### config.mk
export PLATFORM = sky130hd
export DESIGN_NAME = enc4_scheduler_flat
export DESIGN_NICKNAME = d
export VERILOG_FILES = /design/src/rtl/enc_pkg.sv /design/src/rtl/enc4_scheduler_if.sv /design/src/rtl/enc4_datapath.sv /design/src/rtl/enc4_lfsr.sv /design/src/rtl/enc4_scheduler.sv /design/src/flat_wrapper.sv
export SDC_FILE = /design/constraint.sdc
export NUM_CORES = 1
export LEC_CHECK = 0
export BUFFER_PORTS_ARGS = -buffer_cell sky130_fd_sc_hd__buf_2
export CAP_MARGIN = 30
export CORE_MARGIN = 3
export CORE_UTILIZATION = 45
export CTS_CLUSTER_SIZE = 40
export DETAILED_ROUTE_END_ITERATION = 6
export GPL_ROUTABILITY_DRIVEN = 1
export PLACE_DENSITY = 0.69
export SYNTH_ARGS = -nofsm -noshare
export SYNTH_HDL_FRONTEND = slang
export SYNTH_SLANG_ARGS = --single-unit
export TNS_END_PERCENT = 100
### constraint.sdc
create_clock -name Clk -period 8.1 [get_ports Clk]
set_input_delay 1.215 -clock Clk [delete_from_list [all_inputs] [get_ports Clk]]
set_output_delay 1.215 -clock Clk [all_outputs]
set_load 0.1 [all_outputs]
### src/rtl/enc_pkg.sv
// Shared definitions for the function-4 encrypt scheduler: widths, FSM state codes, default seed.
package enc_pkg;

   localparam int unsigned DATA_W  = 60;
   localparam int unsigned R11_W   = 11;
   localparam int unsigned R6_W    = 6;
   localparam int unsigned FRAME_W = 78;
   localparam int unsigned SUM_W   = DATA_W + 1;
   localparam int unsigned LFSR_W  = 16;

   localparam logic [LFSR_W-1:0] LFSR_SEED_DEFAULT = 16'hACE1;

   typedef logic [1:0] state_t;

   localparam state_t ST_IDLE = 2'd0;
   localparam state_t ST_CALC = 2'd1;
   localparam state_t ST_HOLD = 2'd2;

endpackage

### src/rtl/enc4_scheduler_if.sv
// Requester and frame-sink signals of enc4_scheduler grouped as one bundle.
// slave: the scheduler side; master: the sources/sink side.
interface enc4_scheduler_if;
   import enc_pkg::*;

   logic                req0_valid;
   logic [DATA_W-1:0]   req0_data;
   logic                req0_ready;
   logic                req1_valid;
   logic [DATA_W-1:0]   req1_data;
   logic                req1_ready;
   logic                out_valid;
   logic [FRAME_W-1:0]  out_enc;
   logic                out_src;
   logic                out_ready;

   modport slave (
      input  req0_valid, req0_data, req1_valid, req1_data, out_ready,
      output req0_ready, req1_ready, out_valid, out_enc, out_src
   );

   modport master (
      output req0_valid, req0_data, req1_valid, req1_data, out_ready,
      input  req0_ready, req1_ready, out_valid, out_enc, out_src
   );

endinterface

### src/rtl/enc4_datapath.sv
// Function-4 encrypt datapath: builds the 60-bit mask from rand_11 and adds it to the
// plaintext at 61 bits so the carry is kept.
module enc4_datapath
   import enc_pkg::*;
(
   input  logic [DATA_W-1:0] data_i,
   input  logic [R11_W-1:0]  r_i,
   output logic [SUM_W-1:0]  sum_o
);

   logic [DATA_W-1:0] mask;

   // Mask fields from MSB down: r[4:0], ~r, r, ~r, ~r, r.
   always_comb begin
      mask  = {r_i[4:0], ~r_i, r_i, ~r_i, ~r_i, r_i};
      sum_o = {1'b0, data_i} + {1'b0, mask};
   end

endmodule

### src/rtl/enc4_lfsr.sv
// 16-bit Fibonacci LFSR, x^16+x^14+x^13+x^11+1, stepping only when advance_i is high.
module enc4_lfsr
   import enc_pkg::*;
#(
   parameter logic [LFSR_W-1:0] SEED = LFSR_SEED_DEFAULT
) (
   input  logic              clk_i,
   input  logic              rst_i,
   input  logic              advance_i,
   output logic [LFSR_W-1:0] state_o
);

   logic [LFSR_W-1:0] lfsr_q, lfsr_d;

   // One shift per advance; feedback taps at bits 15, 13, 12, 10.
   always_comb begin
      lfsr_d = lfsr_q;
      if (advance_i) begin
         lfsr_d = {lfsr_q[14:0], lfsr_q[15] ^ lfsr_q[13] ^ lfsr_q[12] ^ lfsr_q[10]};
      end
   end

   // State register with synchronous reset to the seed.
   always_ff @(posedge clk_i) begin
      if (rst_i) begin
         lfsr_q <= SEED;
      end else begin
         lfsr_q <= lfsr_d;
      end
   end

   assign state_o = lfsr_q;

endmodule

### src/rtl/enc4_scheduler.sv
// Round-robin scheduler for two plaintext requesters feeding the function-4 encrypt datapath.
// Config macro ENC4_LFSR_EN: when defined the random pair comes from an internal LFSR,
// otherwise from the key_11/key_6 ports sampled at grant.
module enc4_scheduler
   import enc_pkg::*;
#(
   parameter logic [LFSR_W-1:0] LFSR_SEED = LFSR_SEED_DEFAULT
) (
   input  logic               Clk,
   input  logic               Rst,
   enc4_scheduler_if.slave    bus
`ifndef ENC4_LFSR_EN
   ,
   input  logic [R11_W-1:0]   key_11,
   input  logic [R6_W-1:0]    key_6
`endif
);

   // An all-zero seed would lock the LFSR.
   if (LFSR_SEED == '0) begin : g_seed_zero
      $error("enc4_scheduler: LFSR_SEED must be nonzero");
   end

   state_t             state_q, state_d;
   logic               last_grant_q, last_grant_d;
   logic [DATA_W-1:0]  data_q, data_d;
   logic               src_q, src_d;
   logic [R11_W-1:0]   r11_q, r11_d;
   logic [R6_W-1:0]    r6_q, r6_d;
   logic [FRAME_W-1:0] out_enc_q, out_enc_d;
   logic               out_src_q, out_src_d;
   logic               out_valid_q, out_valid_d;

   logic               grant;
   logic               gnt_src;
   logic [R11_W-1:0]   rand_11;
   logic [R6_W-1:0]    rand_6;
   logic [SUM_W-1:0]   sum;

`ifdef ENC4_LFSR_EN
   logic [LFSR_W-1:0]  lfsr_state;

   enc4_lfsr #(
      .SEED (LFSR_SEED)
   ) u_lfsr (
      .clk_i     (Clk),
      .rst_i     (Rst),
      .advance_i (grant),
      .state_o   (lfsr_state)
   );

   // rand_11 and rand_6 overlap on bit 10 by design.
   assign rand_11 = lfsr_state[10:0];
   assign rand_6  = lfsr_state[15:10];
`else
   assign rand_11 = key_11;
   assign rand_6  = key_6;
`endif

   enc4_datapath u_datapath (
      .data_i (data_q),
      .r_i    (r11_q),
      .sum_o  (sum)
   );

   // Arbitration: on a tie the requester that did not win last time gets the grant.
   always_comb begin
      grant          = (state_q == ST_IDLE) && (bus.req0_valid || bus.req1_valid);
      gnt_src        = (bus.req0_valid && bus.req1_valid) ? ~last_grant_q : bus.req1_valid;
      bus.req0_ready = grant && !gnt_src;
      bus.req1_ready = grant && gnt_src;
   end

   // FSM next state, capture at grant, frame registration in CALC.
   always_comb begin
      state_d      = state_q;
      last_grant_d = last_grant_q;
      data_d       = data_q;
      src_d        = src_q;
      r11_d        = r11_q;
      r6_d         = r6_q;
      out_enc_d    = out_enc_q;
      out_src_d    = out_src_q;
      out_valid_d  = out_valid_q;
      case (state_q)
         ST_IDLE: begin
            if (grant) begin
               state_d      = ST_CALC;
               data_d       = gnt_src ? bus.req1_data : bus.req0_data;
               src_d        = gnt_src;
               r11_d        = rand_11;
               r6_d         = rand_6;
               last_grant_d = gnt_src;
            end
         end
         ST_CALC: begin
            state_d     = ST_HOLD;
            out_enc_d   = {r11_q, sum, r6_q};
            out_src_d   = src_q;
            out_valid_d = 1'b1;
         end
         ST_HOLD: begin
            if (bus.out_ready) begin
               state_d     = ST_IDLE;
               out_valid_d = 1'b0;
            end
         end
         default: begin
            state_d     = ST_IDLE;
            out_valid_d = 1'b0;
         end
      endcase
   end

   // State registers; reset discards any in-flight frame.
   always_ff @(posedge Clk) begin
      if (Rst) begin
         state_q      <= ST_IDLE;
         last_grant_q <= 1'b1;
         data_q       <= '0;
         src_q        <= 1'b0;
         r11_q        <= '0;
         r6_q         <= '0;
         out_enc_q    <= '0;
         out_src_q    <= 1'b0;
         out_valid_q  <= 1'b0;
      end else begin
         state_q      <= state_d;
         last_grant_q <= last_grant_d;
         data_q       <= data_d;
         src_q        <= src_d;
         r11_q        <= r11_d;
         r6_q         <= r6_d;
         out_enc_q    <= out_enc_d;
         out_src_q    <= out_src_d;
         out_valid_q  <= out_valid_d;
      end
   end

   assign bus.out_valid = out_valid_q;
   assign bus.out_enc   = out_enc_q;
   assign bus.out_src   = out_src_q;

endmodule

### src/flat_wrapper.sv
// flat-port wrapper written by rule: the top's interface ports become plain ports
module enc4_scheduler_flat import enc_pkg::*;
#(
   parameter logic [LFSR_W-1:0] LFSR_SEED = LFSR_SEED_DEFAULT
)
  (Clk, Rst, key_11, key_6, bus_req0_valid, bus_req0_data, bus_req1_valid, bus_req1_data, bus_out_ready, bus_req0_ready, bus_req1_ready, bus_out_valid, bus_out_enc, bus_out_src);
  enc4_scheduler_if bus_i ();
  input  logic Clk;
  input  logic Rst;
  input  logic [R11_W-1:0] key_11;
  input  logic [R6_W-1:0] key_6;
  input wire logic [$bits(bus_i.req0_valid)-1:0] bus_req0_valid;
  input wire logic [$bits(bus_i.req0_data)-1:0] bus_req0_data;
  input wire logic [$bits(bus_i.req1_valid)-1:0] bus_req1_valid;
  input wire logic [$bits(bus_i.req1_data)-1:0] bus_req1_data;
  input wire logic [$bits(bus_i.out_ready)-1:0] bus_out_ready;
  output wire logic [$bits(bus_i.req0_ready)-1:0] bus_req0_ready;
  output wire logic [$bits(bus_i.req1_ready)-1:0] bus_req1_ready;
  output wire logic [$bits(bus_i.out_valid)-1:0] bus_out_valid;
  output wire logic [$bits(bus_i.out_enc)-1:0] bus_out_enc;
  output wire logic [$bits(bus_i.out_src)-1:0] bus_out_src;
  assign bus_i.req0_valid = bus_req0_valid;
  assign bus_i.req0_data = bus_req0_data;
  assign bus_i.req1_valid = bus_req1_valid;
  assign bus_i.req1_data = bus_req1_data;
  assign bus_i.out_ready = bus_out_ready;
  assign bus_req0_ready = bus_i.req0_ready;
  assign bus_req1_ready = bus_i.req1_ready;
  assign bus_out_valid = bus_i.out_valid;
  assign bus_out_enc = bus_i.out_enc;
  assign bus_out_src = bus_i.out_src;
  enc4_scheduler #(.LFSR_SEED(LFSR_SEED)) u_core (.Clk(Clk), .Rst(Rst), .bus(bus_i), .key_11(key_11), .key_6(key_6));
endmodule
==> report_table.html <==
<table>
<tr><th>Metric</th><th>Value</th></tr>
<tr><th colspan="2">Logic synthesis</th></tr>
<tr><td>Async SR Flop Fraction</td><td>0%</td></tr>
<tr><td>Number of flip-flops and latches in the synthesized netlist</td><td>between 150 and 200</td></tr>
<tr><td>Library cell with the highest instance count after synthesis</td><td>nand2_1</td></tr>
<tr><td>Fraction of the mapped netlist area in adder cells</td><td>8.314%</td></tr>
<tr><td>Count of flip-flops with a built-in enable after synthesis</td><td>0</td></tr>
<tr><td>Count of unique library cells instantiated by Yosys</td><td>slightly above 70</td></tr>
<tr><td>Post-synthesis xor/xnor area fraction</td><td>3.401%</td></tr>
<tr><td>Most used standard cells in the synthesized netlist</td><td>201 x nand2_1, 161 x dfxtp_1, 144 x a21oi_1</td></tr>
<tr><td>Share of synthesized area spent on multiplexers</td><td>0.3239%</td></tr>
<tr><td>Simple-Gate Fraction of Synth Area</td><td>20.06%</td></tr>
<tr><td>Net count after synthesis</td><td>1389</td></tr>
<tr><td>Synthesized instance count</td><td>roughly 1200</td></tr>
<tr><td>Area share of the largest cell type after synthesis</td><td>34.77%</td></tr>
<tr><td>Cell type with the largest total area after synthesis</td><td>dfxtp_1</td></tr>
<tr><td>Area contributors post-synth</td><td>dfxtp_1 35%, nand2_1 8.1%, ha_1 8.1%</td></tr>
<tr><td>Syn_area_per_cell</td><td>slightly below 8 µm²</td></tr>
<tr><td>Top_reg_cell synth</td><td>dfxtp_1</td></tr>
<tr><td>Number of synthesis warnings</td><td>0</td></tr>
<tr><td>Mapped Area</td><td>~9300 µm²</td></tr>
<tr><td>Dominant combinational cell family by area after synthesis</td><td>compound AO/OA/AOI/OAI gates</td></tr>
<tr><td>Sequential-to-total area share from yosys stat</td><td>34.77%</td></tr>
<tr><td>Area fraction in compound gates after synthesis</td><td>around 29%</td></tr>
<tr><th colspan="2">Setup path</th></tr>
<tr><td>Most frequent cell on the critical path</td><td>buf_2</td></tr>
<tr><td>Critical path data required time</td><td>6.88 ns</td></tr>
<tr><td>Critical Path Start Type</td><td>input pin</td></tr>
<tr><td>Kind of end point of the critical path</td><td>output port</td></tr>
<tr><td>CP max stage delay</td><td>0.55 ns</td></tr>
<tr><td>Worst Setup Path Type</td><td>in -&gt; out</td></tr>
<tr><td>CP arrival</td><td>2.71 ns</td></tr>
<tr><td>Largest fanout on the critical path</td><td>61</td></tr>
<tr><td>Sequence of cells on the critical path</td><td>buf_2, nand2_1, a21oi_4, buf_4, buf_2</td></tr>
<tr><td>Slowest cell on the critical path</td><td>buf_4</td></tr>
<tr><th colspan="2">Floorplan</th></tr>
<tr><td>Area enclosed by the die boundary</td><td>22360 µm²</td></tr>
<tr><td>Placeable core area</td><td>19850 µm²</td></tr>
<tr><td>IO Pins</td><td>224</td></tr>
<tr><td>Std-Cell Rows</td><td>51</td></tr>
<tr><td>Die extent in y</td><td>149.5 µm</td></tr>
<tr><td>Starting utilization of the core area</td><td>46.71%</td></tr>
<tr><td>X dimension of the die</td><td>149.5 µm</td></tr>
<tr><th colspan="2">Clocking</th></tr>
<tr><td>Clk root buf</td><td>clkbuf_16</td></tr>
<tr><td>CTS H-tree depth</td><td>4</td></tr>
<tr><td>Clock-pin slew on the worst setup and hold paths</td><td>approximately 0.080 ns</td></tr>
<tr><td>Buffers from clock root to sink, at most</td><td>2</td></tr>
<tr><td>Later-pin clock latency in the skew report</td><td>about 0.44 ns</td></tr>
<tr><td>TritonCTS clock tree</td><td>yes</td></tr>
<tr><td>Number of buffers inserted to repair setup after CTS</td><td>0</td></tr>
<tr><td>Clock buffer count from CTS</td><td>17</td></tr>
<tr><td>Cts-stage hold buffer count</td><td>0</td></tr>
<tr><td>Post-cts resize count</td><td>0</td></tr>
<tr><td>Num Clock Sinks</td><td>roughly 160</td></tr>
<tr><th colspan="2">Timing</th></tr>
<tr><td>Final setup skew</td><td>0.01384 ns</td></tr>
<tr><td>Setup repair after global routing missed its margin</td><td>false</td></tr>
<tr><td>Slew HR</td><td>33.32%</td></tr>
<tr><td>Endpoints failing hold</td><td>0</td></tr>
<tr><td>Period Utilization, post-route</td><td>between 40 and 50%</td></tr>
<tr><td>Final setup TNS</td><td>0 ns</td></tr>
<tr><td>Worst Tran Pin Value</td><td>1.000 ns</td></tr>
<tr><td>Final setup violation count</td><td>0</td></tr>
<tr><td>Final worst path period need</td><td>3.927 ns</td></tr>
<tr><td>Maximum achievable frequency</td><td>0.2547 GHz</td></tr>
<tr><td>Fin. max-slew vios</td><td>0</td></tr>
<tr><th colspan="2">Route</th></tr>
<tr><td>Number of remaining DRC errors</td><td>20</td></tr>
<tr><td>Wire per inst</td><td>between 20 and 25 µm</td></tr>
<tr><td>DR pass1 iterations</td><td>7</td></tr>
<tr><td>Post-detailed-route count of antenna-violating nets</td><td>0</td></tr>
<tr><td>Vias after detailed routing</td><td>9805</td></tr>
<tr><td>1st-iter DRT viols</td><td>1024</td></tr>
<tr><td>Total routed wirelength</td><td>32.60 mm</td></tr>
<tr><td>Vias per inst</td><td>about 6</td></tr>
<tr><th colspan="2">Cells and area</th></tr>
<tr><td>Syn-to-layout area delta</td><td>19.88%</td></tr>
<tr><td>Fraction of final layout cells sized beyond drive strength 1</td><td>20.60%</td></tr>
<tr><td>Multi-input logic area</td><td>5659 µm²</td></tr>
<tr><td>Filler instances</td><td>1880</td></tr>
<tr><td>Total area of sequential cells</td><td>3223 µm²</td></tr>
<tr><td>Final Util</td><td>56.00%</td></tr>
<tr><td>Antenna cell count</td><td>0</td></tr>
<tr><td># nets final</td><td>about 1600</td></tr>
<tr><td>Post-route cell area</td><td>11110 µm²</td></tr>
<tr><th colspan="2">Place</th></tr>
<tr><td>Instance area after placement</td><td>10490 µm²</td></tr>
<tr><td>Number of port buffers</td><td>223</td></tr>
<tr><td>HPWL Detailed</td><td>24.25 mm</td></tr>
<tr><td>Gp weighted congestion</td><td>1.008</td></tr>
<tr><th colspan="2">Flow run</th></tr>
<tr><td>Number of max-capacitance violations reported</td><td>0</td></tr>
<tr><th colspan="2">Power</th></tr>
<tr><td>Peak supply drop</td><td>0.1487 mV</td></tr>
<tr><td>Total power density per cell area</td><td>262.8 nW/µm²</td></tr>
<tr><td>Leakage power figure</td><td>5.011 nW</td></tr>
<tr><td>Total power</td><td>~3 mW</td></tr>
<tr><th colspan="2">Global routing</th></tr>
<tr><td>Total global routing track utilization</td><td>roughly 28%</td></tr>
<tr><td>Global route overflow</td><td>0</td></tr>
<tr><td>Pin count of the biggest net entering global routing</td><td>97</td></tr>
<tr><td>Number of antenna violations at the first check in global routing</td><td>1</td></tr>
<tr><td>Vias in the first global route</td><td>8869</td></tr>
<tr><td>Global-route wire length before repair</td><td>approximately 50 mm</td></tr>
<tr><th colspan="2">Hold path</th></tr>
<tr><td>Hold/Removal Path Class</td><td>reg -&gt; reg</td></tr>
<tr><th colspan="2">Outcome</th></tr>
<tr><td>Violations in the final reports</td><td>DRC</td></tr>
<tr><td>Outcome</td><td>finished with violations</td></tr>
</table>
flip-flops by register name, indices dropped and copies added, names as in the netlist:
name / flops
u_core.bus.out_enc: 78
u_core.data_q: 60
u_core.r11_q: 11
u_core.r6_q: 6
u_core.state_q: 2
u_core.bus.out_src: 1
u_core.bus.out_valid: 1
u_core.last_grant_q: 1
u_core.src_q: 1
layout make-up:
class	instances	area share, %
flip-flops and latches	161	29.00
clock buffers	17	3.828
well taps	265	2.984
multi-input cells	914	50.92
repair buffers	230	10.54
inverters	27	0.9120
clock inverters	15	1.813
layout by cell type (no fill, tap or decap), types with 4 or more instances in the layout:
cell type  count
and3_1         6
nand2_1      201
dfxtp_1      161
o21bai_1      11
a211oi_1      10
nor4b_1        4
o21a_1        10
xnor2_1       19
nand4_1       19
inv_1         26
nor3_1        21
clkbuf_16     17
o211ai_1      10
buf_2        222
a21oi_1      143
or3_1          5
nand3_1       23
o21ai_0       48
a21o_1        35
inv_8          4
and2_1         6
nor2_1       117
o21ai_1        8
buf_4          8
xor2_1        17
ha_1          60
a222oi_1      60
a31oi_1        8
o311ai_1       4
clkinv_8       6
cells by family (layout without fill, tap and decap cells):
logic type / count (synthesis) / after routing
multiplexers: 3 / 3
buffers and inverters: 111 / 289
AND/OR/NAND/NOR: 426 / 426
adder cells (fa/ha/maj): 61 / 61
XOR/XNOR: 36 / 36
flip-flops: 161 / 161
AO/OA/AOI/OAI: 388 / 388
critical path: cells and delay by family:
| family | cells | cell delay, ns |
|---|---|---|
| buffers and inverters | 3 | 1.23 |
| AOI/OAI and AO/OA | 1 | 0.14 |
| and+or+nand+nor | 1 | 0.10 |
power by group:
part	switching (mW)	internal, mW
combinational	0.811	0.332
clock	0.413	0.426
sequential	0.0670	0.871
worst paths after layout:
path                                  startpoint                                  end  slack (ns)  cells after the start
min          u_core.bus.out_enc[45]$_SDFFE_PP0P_  u_core.bus.out_enc[45]$_SDFFE_PP0P_        0.45                      2
min reg2reg  u_core.bus.out_enc[45]$_SDFFE_PP0P_  u_core.bus.out_enc[45]$_SDFFE_PP0P_        0.45                      2
max reg2reg         u_core.r11_q[0]$_SDFFE_PP0P_  u_core.bus.out_enc[64]$_SDFFE_PP0P_        4.48                     11
max                               bus_req0_valid                       bus_req0_ready        4.17                      5
per-stage QoR:
step / worst slack [ns] / cells / hold slack [ns]
3_5_place_dp: 4.207 / 1597 / 0.4414
2_1_floorplan: 4.139 / 1186 / 0.4322
4_1_cts: 4.206 / 1629 / 0.4517
5_1_grt: 4.128 / 1629 / 0.4648
6_report: 4.173 / 1629 / 0.4481
3_3_place_gp: 4.224 / 1597 / 0.4360
routing by layer:
layer | part of all wire, % | vias to the layer above | track usage, %
met2 | 43 | 463 | 41.92
met1 | 45 | 4590 | 40.57
met5 | 0.040 | - | 0
met4 | 2.3 | 2 | 8.467
li1 | - | 4700 | -
met3 | 9.6 | 50 | 7.480
Power figures use the tool's default switching activity.
